`src/rtl/uart_ctrl_pkg.sv`:
```
// rtl/uart_ctrl_pkg.sv - shared register map, bit indices and FSM state type for the APB UART
//
// Purpose: constants and types shared by uart_apb_fifo_ctrl and its testbench-facing register map.
// Ports:   none (package).

package uart_ctrl_pkg;

  // Register offsets (paddr[3:0])
  localparam logic [3:0] ADDR_DATA   = 4'h0;
  localparam logic [3:0] ADDR_STATUS = 4'h4;
  localparam logic [3:0] ADDR_CTRL   = 4'h8;
  localparam logic [3:0] ADDR_DIV    = 4'hC;

  // CTRL bit indices
  localparam int CTRL_TX_EN   = 0;
  localparam int CTRL_RX_EN   = 1;
  localparam int CTRL_PAR_EN  = 2;
  localparam int CTRL_IE      = 3;
  localparam int CTRL_CLR_OVR = 8;
  localparam int CTRL_CLR_FE  = 9;
  localparam int CTRL_CLR_PE  = 10;

  // STATUS bit indices
  localparam int ST_TX_FULL  = 0;
  localparam int ST_TX_EMPTY = 1;
  localparam int ST_RX_FULL  = 2;
  localparam int ST_RX_EMPTY = 3;
  localparam int ST_TX_BUSY  = 4;
  localparam int ST_OVERRUN  = 5;
  localparam int ST_FRAME    = 6;
  localparam int ST_PARITY   = 7;

  // Frame state shared by the TX and RX FSMs
  typedef enum logic [2:0] {
    IDLE,
    START,
    DATA,
    PARITY,
    STOP
  } uart_state_e;

endpackage

```
`src/rtl/uart_sync_fifo.sv`:
```
// rtl/uart_sync_fifo.sv - synchronous first-word-fall-through FIFO
//
// Purpose: single-clock FIFO; pop_data always shows the head entry while not empty.
//          A push and a pop in the same cycle are both honoured, including when full.
// Ports:
//   clk, rst             clock, synchronous active-high reset (empties the FIFO)
//   push, push_data      write request and data (ignored when full and not popping)
//   pop                  read request (ignored when empty)
//   pop_data             head entry
//   full, empty          occupancy flags

module uart_sync_fifo #(
  parameter int WIDTH = 8,
  parameter int DEPTH = 16
) (
  input  logic             clk,
  input  logic             rst,
  input  logic             push,
  input  logic [WIDTH-1:0] push_data,
  input  logic             pop,
  output logic [WIDTH-1:0] pop_data,
  output logic             full,
  output logic             empty
);

  localparam int AW = $clog2(DEPTH);

  logic [WIDTH-1:0] mem [DEPTH];
  logic [AW:0]      wr_ptr;
  logic [AW:0]      rd_ptr;
  logic             do_push;
  logic             do_pop;

  // Pointers carry one wrap bit so full and empty are distinguishable.
  assign empty    = (wr_ptr == rd_ptr);
  assign full     = (wr_ptr[AW] != rd_ptr[AW]) && (wr_ptr[AW-1:0] == rd_ptr[AW-1:0]);
  assign do_pop   = pop && !empty;
  assign do_push  = push && (!full || do_pop);
  assign pop_data = mem[rd_ptr[AW-1:0]];

  always_ff @(posedge clk) begin
    if (rst) begin
      wr_ptr <= '0;
      rd_ptr <= '0;
    end else begin
      if (do_push) wr_ptr <= wr_ptr + (AW+1)'(1);
      if (do_pop)  rd_ptr <= rd_ptr + (AW+1)'(1);
    end
  end

  always_ff @(posedge clk) begin
    if (do_push) mem[wr_ptr[AW-1:0]] <= push_data;
  end

endmodule

```
`src/rtl/uart_apb_fifo_ctrl.sv`:
```
// rtl/uart_apb_fifo_ctrl.sv - APB-controlled 8N1 UART with TX/RX FIFOs and sticky error flags
//
// Purpose: host serial port on the sys_clk APB bus. Zero-wait-state APB slave, programmable
//          baud divider (bit period = DIV+1 cycles), TX/RX FSMs, sticky overrun/frame/parity flags.
// Build option: define UART_PARITY_EN to enable the even-parity bit (CTRL.PAR_EN, STATUS[7]).
// Ports:
//   sys_clk, rst                    clock, synchronous active-high reset
//   paddr, pwrite, psel, penable    APB request
//   pstrb, pwdata                   APB write strobes and data
//   prdata, pready, pslverr         APB response (combinational in the access phase)
//   tx                              serial out, idles high
//   rx                              serial in, asynchronous
//   irq                             level interrupt

module uart_apb_fifo_ctrl
  import uart_ctrl_pkg::*;
#(
  parameter int FIFO_DEPTH  = 16,
  parameter int DIV_W       = 16,
  parameter int DEFAULT_DIV = 433
) (
  input  logic        sys_clk,
  input  logic        rst,
  input  logic [15:0] paddr,
  input  logic        pwrite,
  input  logic        psel,
  input  logic        penable,
  input  logic [3:0]  pstrb,
  input  logic [31:0] pwdata,
  output logic [31:0] prdata,
  output logic        pready,
  output logic        pslverr,
  output logic        tx,
  input  logic        rx,
  output logic        irq
);

`ifdef UART_PARITY_EN
  localparam bit PAR_IMPL = 1'b1;
`else
  localparam bit PAR_IMPL = 1'b0;
`endif

  // Control / status registers
  logic             tx_en, rx_en, par_en, ie;
  logic [DIV_W-1:0] div;
  logic             ovr, fe, pe;
  logic [7:0]       status;

  // FIFO interfaces
  logic       tx_push, tx_pop, tx_full, tx_empty;
  logic       rx_push, rx_pop, rx_full, rx_empty;
  logic [7:0] tx_head, rx_head;

  // APB decode strobes
  logic access, addr_ok, ctrl_wr, div_wr;

  // TX FSM
  uart_state_e      tx_state, tx_next;
  logic [DIV_W-1:0] tx_cnt;
  logic [2:0]       tx_bit;
  logic [7:0]       tx_shift;
  logic             tx_par, tx_tick, tx_load;

  // RX FSM
  uart_state_e      rx_state, rx_next;
  logic [DIV_W-1:0] rx_cnt;
  logic [2:0]       rx_bit;
  logic [7:0]       rx_shift;
  logic             rx_s1, rx_s2, rx_prev, rx_tick;
  logic             ovr_evt, fe_evt, pe_evt;

  logic unused_bits;
  assign unused_bits = ^{pwdata, pstrb};

  uart_sync_fifo #(.WIDTH(8), .DEPTH(FIFO_DEPTH)) u_tx_fifo (
    .clk(sys_clk), .rst(rst), .push(tx_push), .push_data(pwdata[7:0]), .pop(tx_pop),
    .pop_data(tx_head), .full(tx_full), .empty(tx_empty)
  );

  uart_sync_fifo #(.WIDTH(8), .DEPTH(FIFO_DEPTH)) u_rx_fifo (
    .clk(sys_clk), .rst(rst), .push(rx_push), .push_data(rx_shift), .pop(rx_pop),
    .pop_data(rx_head), .full(rx_full), .empty(rx_empty)
  );

  // ---------------- APB slave ----------------
  assign access  = psel && penable;
  assign pready  = access;
  assign addr_ok = (paddr[15:4] == 12'h000);

  assign status = {pe & PAR_IMPL, fe, ovr, tx_state != IDLE, rx_empty, rx_full, tx_empty, tx_full};
  assign irq    = ie & (~rx_empty | tx_empty | ovr | fe | pe);

  always_comb begin
    prdata  = '0;
    pslverr = 1'b0;
    tx_push = 1'b0;
    rx_pop  = 1'b0;
    ctrl_wr = 1'b0;
    div_wr  = 1'b0;
    if (access) begin
      if (!addr_ok) begin
        pslverr = 1'b1;
      end else begin
        case (paddr[3:0])
          ADDR_DATA: begin
            if (pwrite) begin
              if (tx_full) pslverr = 1'b1;
              else         tx_push = 1'b1;
            end else begin
              if (rx_empty) begin
                pslverr = 1'b1;
              end else begin
                prdata = {24'h0, rx_head};
                rx_pop = 1'b1;
              end
            end
          end
          ADDR_STATUS: if (!pwrite) prdata = {24'h0, status};
          ADDR_CTRL: begin
            if (pwrite) ctrl_wr = 1'b1;
            else        prdata  = {28'h0, ie, par_en, rx_en, tx_en};
          end
          ADDR_DIV: begin
            if (pwrite) div_wr = 1'b1;
            else        prdata = 32'(div);
          end
          default: pslverr = 1'b1;
        endcase
      end
    end
  end

  // Register updates. A flag event in the same cycle as its clear wins, so no error is lost.
  always_ff @(posedge sys_clk) begin
    if (rst) begin
      tx_en  <= 1'b0;
      rx_en  <= 1'b0;
      par_en <= 1'b0;
      ie     <= 1'b0;
      div    <= DIV_W'(DEFAULT_DIV);
      ovr    <= 1'b0;
      fe     <= 1'b0;
      pe     <= 1'b0;
    end else begin
      if (ctrl_wr && pstrb[0]) begin
        tx_en  <= pwdata[CTRL_TX_EN];
        rx_en  <= pwdata[CTRL_RX_EN];
        par_en <= PAR_IMPL & pwdata[CTRL_PAR_EN];
        ie     <= pwdata[CTRL_IE];
      end
      if (ctrl_wr && pstrb[1]) begin
        if (pwdata[CTRL_CLR_OVR]) ovr <= 1'b0;
        if (pwdata[CTRL_CLR_FE])  fe  <= 1'b0;
        if (pwdata[CTRL_CLR_PE])  pe  <= 1'b0;
      end
      if (div_wr) begin
        for (int i = 0; i < DIV_W; i++) begin
          if (pstrb[i/8]) div[i] <= pwdata[i];
        end
      end
      if (ovr_evt) ovr <= 1'b1;
      if (fe_evt)  fe  <= 1'b1;
      if (pe_evt)  pe  <= 1'b1;
    end
  end

  // ---------------- TX FSM ----------------
  assign tx_tick = (tx_cnt == '0);
  // A new frame is loaded from idle, or straight from the end of STOP for back-to-back frames.
  assign tx_load = tx_en && !tx_empty && (tx_state == IDLE || (tx_state == STOP && tx_tick));
  assign tx_pop  = tx_load;

  always_ff @(posedge sys_clk) begin
    if (rst) begin
      tx_state <= IDLE;
      tx_cnt   <= '0;
      tx_bit   <= '0;
      tx_shift <= '0;
      tx_par   <= 1'b0;
    end else begin
      tx_state <= tx_next;
      // Idle keeps the counter primed so a new DIV is picked up at the next reload.
      if (tx_state == IDLE || tx_tick) tx_cnt <= div;
      else                             tx_cnt <= tx_cnt - DIV_W'(1);
      if (tx_load) begin
        tx_shift <= tx_head;
        tx_par   <= ^tx_head;
        tx_bit   <= '0;
      end else if (tx_state == DATA && tx_tick) begin
        tx_shift <= {1'b0, tx_shift[7:1]};
        tx_bit   <= tx_bit + 3'd1;
      end
    end
  end

  always_comb begin
    tx_next = tx_state;
    case (tx_state)
      IDLE:    if (tx_load) tx_next = START;
      START:   if (tx_tick) tx_next = DATA;
      DATA:    if (tx_tick && tx_bit == 3'd7) tx_next = par_en ? PARITY : STOP;
      PARITY:  if (tx_tick) tx_next = STOP;
      STOP:    if (tx_tick) tx_next = tx_load ? START : IDLE;
      default: tx_next = IDLE;
    endcase
  end

  always_comb begin
    case (tx_state)
      START:   tx = 1'b0;
      DATA:    tx = tx_shift[0];
      PARITY:  tx = tx_par;
      default: tx = 1'b1;
    endcase
  end

  // ---------------- RX FSM ----------------
  always_ff @(posedge sys_clk) begin
    if (rst) begin
      rx_s1   <= 1'b1;
      rx_s2   <= 1'b1;
      rx_prev <= 1'b1;
    end else begin
      rx_s1   <= rx;
      rx_s2   <= rx_s1;
      rx_prev <= rx_s2;
    end
  end

  assign rx_tick = (rx_cnt == '0);

  always_ff @(posedge sys_clk) begin
    if (rst) begin
      rx_state <= IDLE;
      rx_cnt   <= '0;
      rx_bit   <= '0;
      rx_shift <= '0;
    end else begin
      rx_state <= rx_next;
      // Half-period load in idle places the START sample, and every later one, at mid-bit.
      if (rx_state == IDLE) rx_cnt <= div >> 1;
      else if (rx_tick)     rx_cnt <= div;
      else                  rx_cnt <= rx_cnt - DIV_W'(1);
      if (rx_state == IDLE) begin
        rx_bit <= '0;
      end else if (rx_state == DATA && rx_tick) begin
        rx_shift <= {rx_s2, rx_shift[7:1]};
        rx_bit   <= rx_bit + 3'd1;
      end
    end
  end

  always_comb begin
    rx_next = rx_state;
    case (rx_state)
      IDLE:    if (rx_en && rx_prev && !rx_s2) rx_next = START;
      START:   if (rx_tick) rx_next = rx_s2 ? IDLE : DATA;
      DATA:    if (rx_tick && rx_bit == 3'd7) rx_next = par_en ? PARITY : STOP;
      PARITY:  if (rx_tick) rx_next = STOP;
      STOP:    if (rx_tick) rx_next = IDLE;
      default: rx_next = IDLE;
    endcase
  end

  always_comb begin
    rx_push = 1'b0;
    ovr_evt = 1'b0;
    fe_evt  = 1'b0;
    pe_evt  = 1'b0;
    if (rx_tick) begin
      if (rx_state == PARITY) pe_evt = (rx_s2 != ^rx_shift);
      if (rx_state == STOP) begin
        if (!rx_s2)       fe_evt  = 1'b1;
        else if (rx_full) ovr_evt = 1'b1;
        else              rx_push = 1'b1;
      end
    end
  end

endmodule

```
`config.mk`:
```
export PLATFORM = sky130hd
export DESIGN_NAME = uart_apb_fifo_ctrl
export DESIGN_NICKNAME = d
export VERILOG_FILES = /design/src/rtl/uart_ctrl_pkg.sv /design/src/rtl/uart_sync_fifo.sv /design/src/rtl/uart_apb_fifo_ctrl.sv
export SDC_FILE = /design/constraint.sdc
export NUM_CORES = 1
export LEC_CHECK = 0
export ABC_AREA = 1
export CORE_ASPECT_RATIO = 0.75
export CORE_UTILIZATION = 35
export DETAILED_ROUTE_END_ITERATION = 8
export HOLD_SLACK_MARGIN = 0.1
export SYNTH_ARGS = -nofsm -noshare
export SYNTH_HDL_FRONTEND = slang
export SYNTH_SLANG_ARGS = --single-unit
```
`constraint.sdc`:
```
create_clock -name sys_clk -period 2.6 [get_ports sys_clk]
set_input_delay 0.39 -clock sys_clk [delete_from_list [all_inputs] [get_ports sys_clk]]
set_output_delay 0.39 -clock sys_clk [all_outputs]
set_load 0.02 [all_outputs]
```
==> results.tsv <==
stage	metric	value	unit
sta	worstMarginPinSlew	1.12	ns
grt	top_usage_layer	met1	
sta	whs	0.375	ns
clocking	h-tree-depth	2	
clocking	cts_tree	done	
yosys	yosysWarnings	0	
yosys	ys_seq_elements	370	
yosys	avgSynthCellArea	9.66	um^2
job	cap_violations	0	
place	gp_congestion	0.863	
yosys	synth_top_area_share	0.462	
drt	drt_iter0_drc	981	
yosys	synth_top_cells_by_count	nand2_1, edfxtp_1, inv_1	
die	row_count	68	
yosys	yosysSeqAreaShare	0.599	
grt	antenna_found_initial	1	
sta	finalCriticalPeriod	2.86	ns
drt	num_vias	12500	
clocking	clock_latency	0.58	ns
worst_setup_path	cp.arrival	2.47	ns
worst_setup_path	reg2reg_slack	0.23	ns
die	coreArea	46500	um^2
status	violations	negative setup slack	
grt	grt_max_degree	67	
status	outcome	finished, violations left	
clocking	cts_buffer_depth	3	
grt	grt_overflow_total	0	
yosys	synth_fa_ha_area_frac	0.0128	
grt	use_met3	0.0401	
power	power.leakage	8.08	nW
drt	vias_per_cell	4.88	
worst_setup_path	cp.required	2.21	ns
finish	n_fill_cell	4422	
finish	drive_above_1_share	0.171	
finish	instances_no_fill	2568	
drt	drcViolationCount	0	
die	fp.dieH	191	um
sta	relSlewSlack	0.249	
die	start_util	0.358	
place	port_buffers	59	
grt	grt_pass1_wl	66400	um
sta	setup_viol	8	
die	die_w	254	um
sta	grt_setup_unrepaired	yes	
yosys	async_flop_share	0	
yosys	synth-edff-count	256	
sta	skew	0.0284	ns
clocking	cts_made_buffers	40	
yosys	muxShareOfSynthArea	0.0193	
finish	final_net_count	1980	
sta	finalHoldViolations	0	
clocking	cts_sinks	370	
die	ios	94	
grt	grt_use_met1	0.276	
yosys	synth_top_family_by_area	simple AND/OR/NAND/NOR gates	
yosys	netlist_instances	1722	
yosys	synth_compound_area_frac	0.101	
yosys	synth_flop_cell	edfxtp_1	
yosys	syn-cell-area	16600	um^2
power	ir_drop	0.000447	V
yosys	synth-xor-area-share	0.0190	
grt	grt_pass1_vias	11700	
drt	wl	43000	um
yosys	synth_most_common_cell	nand2_1	
sta	fmax	349	MHz
drt	final_antenna_net_count	0	
clocking	cts_root_buffer	clkbuf_16	
place	dp_cells	2472	
power	powerDensity	683	nW/um^2
worst_setup_path	worst-path-max-fanout	5	
worst_setup_path	path_class	reg2out	
yosys	yosys.area.top_type	edfxtp_1	
sta	finalMaxSlewViolations	0	
yosys	synth.top_cells.by_area	edfxtp_1, dfxtp_1, nand2_1, inv_1, o21ai_0	
worst_setup_path	cp-start-kind	flip-flop	
sta	fin_crit_sh	1.10	
die	fp.dieArea	48400	um^2
worst_hold_path	hold_path.class	in2reg	
worst_setup_path	end_kind	output pin	
yosys	yosys.area_share.simple	0.174	
finish	utilization	0.445	
place	dp_hpwl	29700	um
grt	grtUsageTotal	0.179	
drt	firstDrtPassIters	5	
finish	syn_to_final_growth	24.2	%
yosys	yosysUniqueCellTypes	47	
sta	setup_ws	-0.262	ns
clocking	clk_pin_slew	0.06	ns
grt	use_met2	0.245	
drt	wl_per_cell	16.7	um
timing repair:
action | in CTS | in global routing
endpoints found under the setup margin | 19 | 26
gates cloned | 3 | 0
hold buffers | 0 | 0
pin swaps | 29 | 33
gates resized for setup | 158 | 67
buffers inserted | 16 | 5
kinds of logic (layout without fill, tap and decap cells):
kind of cell / Yosys count / count (layout)
adder cells (fa/ha/maj): 17 / 17
AND/OR/NAND/NOR: 658 / 658
multiplexers: 32 / 32
XOR/XNOR: 36 / 36
other: 1 / 17
AO/OA/AOI/OAI: 310 / 310
flip-flops: 370 / 370
buffers and inverters: 298 / 498
final timing paths:
kind,to,cells past startpoint,from
worst max-delay path,prdata[7],10,flip-flop
worst min-delay path,rx_s1,2,rx
worst max register to register,u_rx_fifo.mem[0][6],12,rx_cnt[0]
worst min register to register,rx_s2,1,rx_s1
power breakdown:
part	switching, mW	leakage, nW	total [mW]	internal (mW)
logic	1.14	4.17	1.77	0.625
clock network	2.38	0.644	5.75	3.37
registers	0.140	3.27	6.60	6.46
layer usage:
layer	up-vias	wire length, um	part of all wire
met4	0	997	0.023
met2	376	17200	0.40
met5	-	0	0
li1	6156	-	-
met1	5944	21800	0.51
met3	60	2980	0.069
cell type report:
cell class / instances / area, um^2 / area share
Multi-Input combinational cell: 1069 / 5800 / 0.281
Sequential cell: 370 / 9980 / 0.483
Inverter: 218 / 823 / 0.0399
Antenna cell: 1 / 2.50 / 0.000121
Clock inverter: 19 / 210 / 0.0102
Timing Repair Buffer: 206 / 1910 / 0.0927
Clock buffer: 55 / 1130 / 0.0546
Tap cell: 630 / 788 / 0.0382
cell usage in the layout (no fill, tap or decap), types with 5 or more instances in the layout:
cell type	count
dfxtp_1	106
xor2_1	21
inv_1	208
buf_4	127
nor2_4	7
buf_2	6
mux2i_1	29
nor2_1	105
nand2_2	6
o21ai_1	26
buf_12	11
nor3_1	8
or2_2	5
a21oi_2	18
o22ai_1	10
clkbuf_8	5
xnor2_1	15
dfxtp_2	6
nand2_1	352
ha_1	17
a211oi_1	7
a21oi_1	89
nand4_1	11
conb_1	16
nand3_1	123
o21ai_2	11
nor3_2	8
edfxtp_1	256
nand3_2	6
o21ai_0	109
clkdlybuf4s50_1	38
inv_2	8
clkinv_1	7
clkbuf_1	9
buf_6	15
o211ai_1	26
nor2_2	7
clkbuf_16	41
flip-flops by register name (all words and copies together), names as in the netlist, 8 cells and up, named ones only:
name / count
u_rx_fifo.mem: 128
u_tx_fifo.mem: 128
div: 16
rx_cnt: 16
tx_cnt: 16
rx_shift: 8
tx_shift: 8
critical path: stages (launching register included):
cell	delay, ns
dfxtp_4	0.45
buf_12	0.15
buf_12	0.11
buf_8	0.12
mux2i_2	0.22
o21ai_2	0.08
o21ai_2	0.31
o22ai_2	0.13
nand2_1	0.12
a21oi_2	0.08
buf_6	0.13
through the flow:
step	power [mW]	area, um^2	worst slack, ns	setup TNS, ns
after floorplan	7.94	16700	0.428	0
after global placement	8.41	18700	-0.440	-18.85
after detailed placement	8.44	18700	-0.486	-23.85
after CTS	14.2	20400	-0.276	-1.55
after global routing	14.7	20700	-0.308	-1.89
final	14.1	20700	-0.262	-1.18
(Power assumes the default switching activity.)
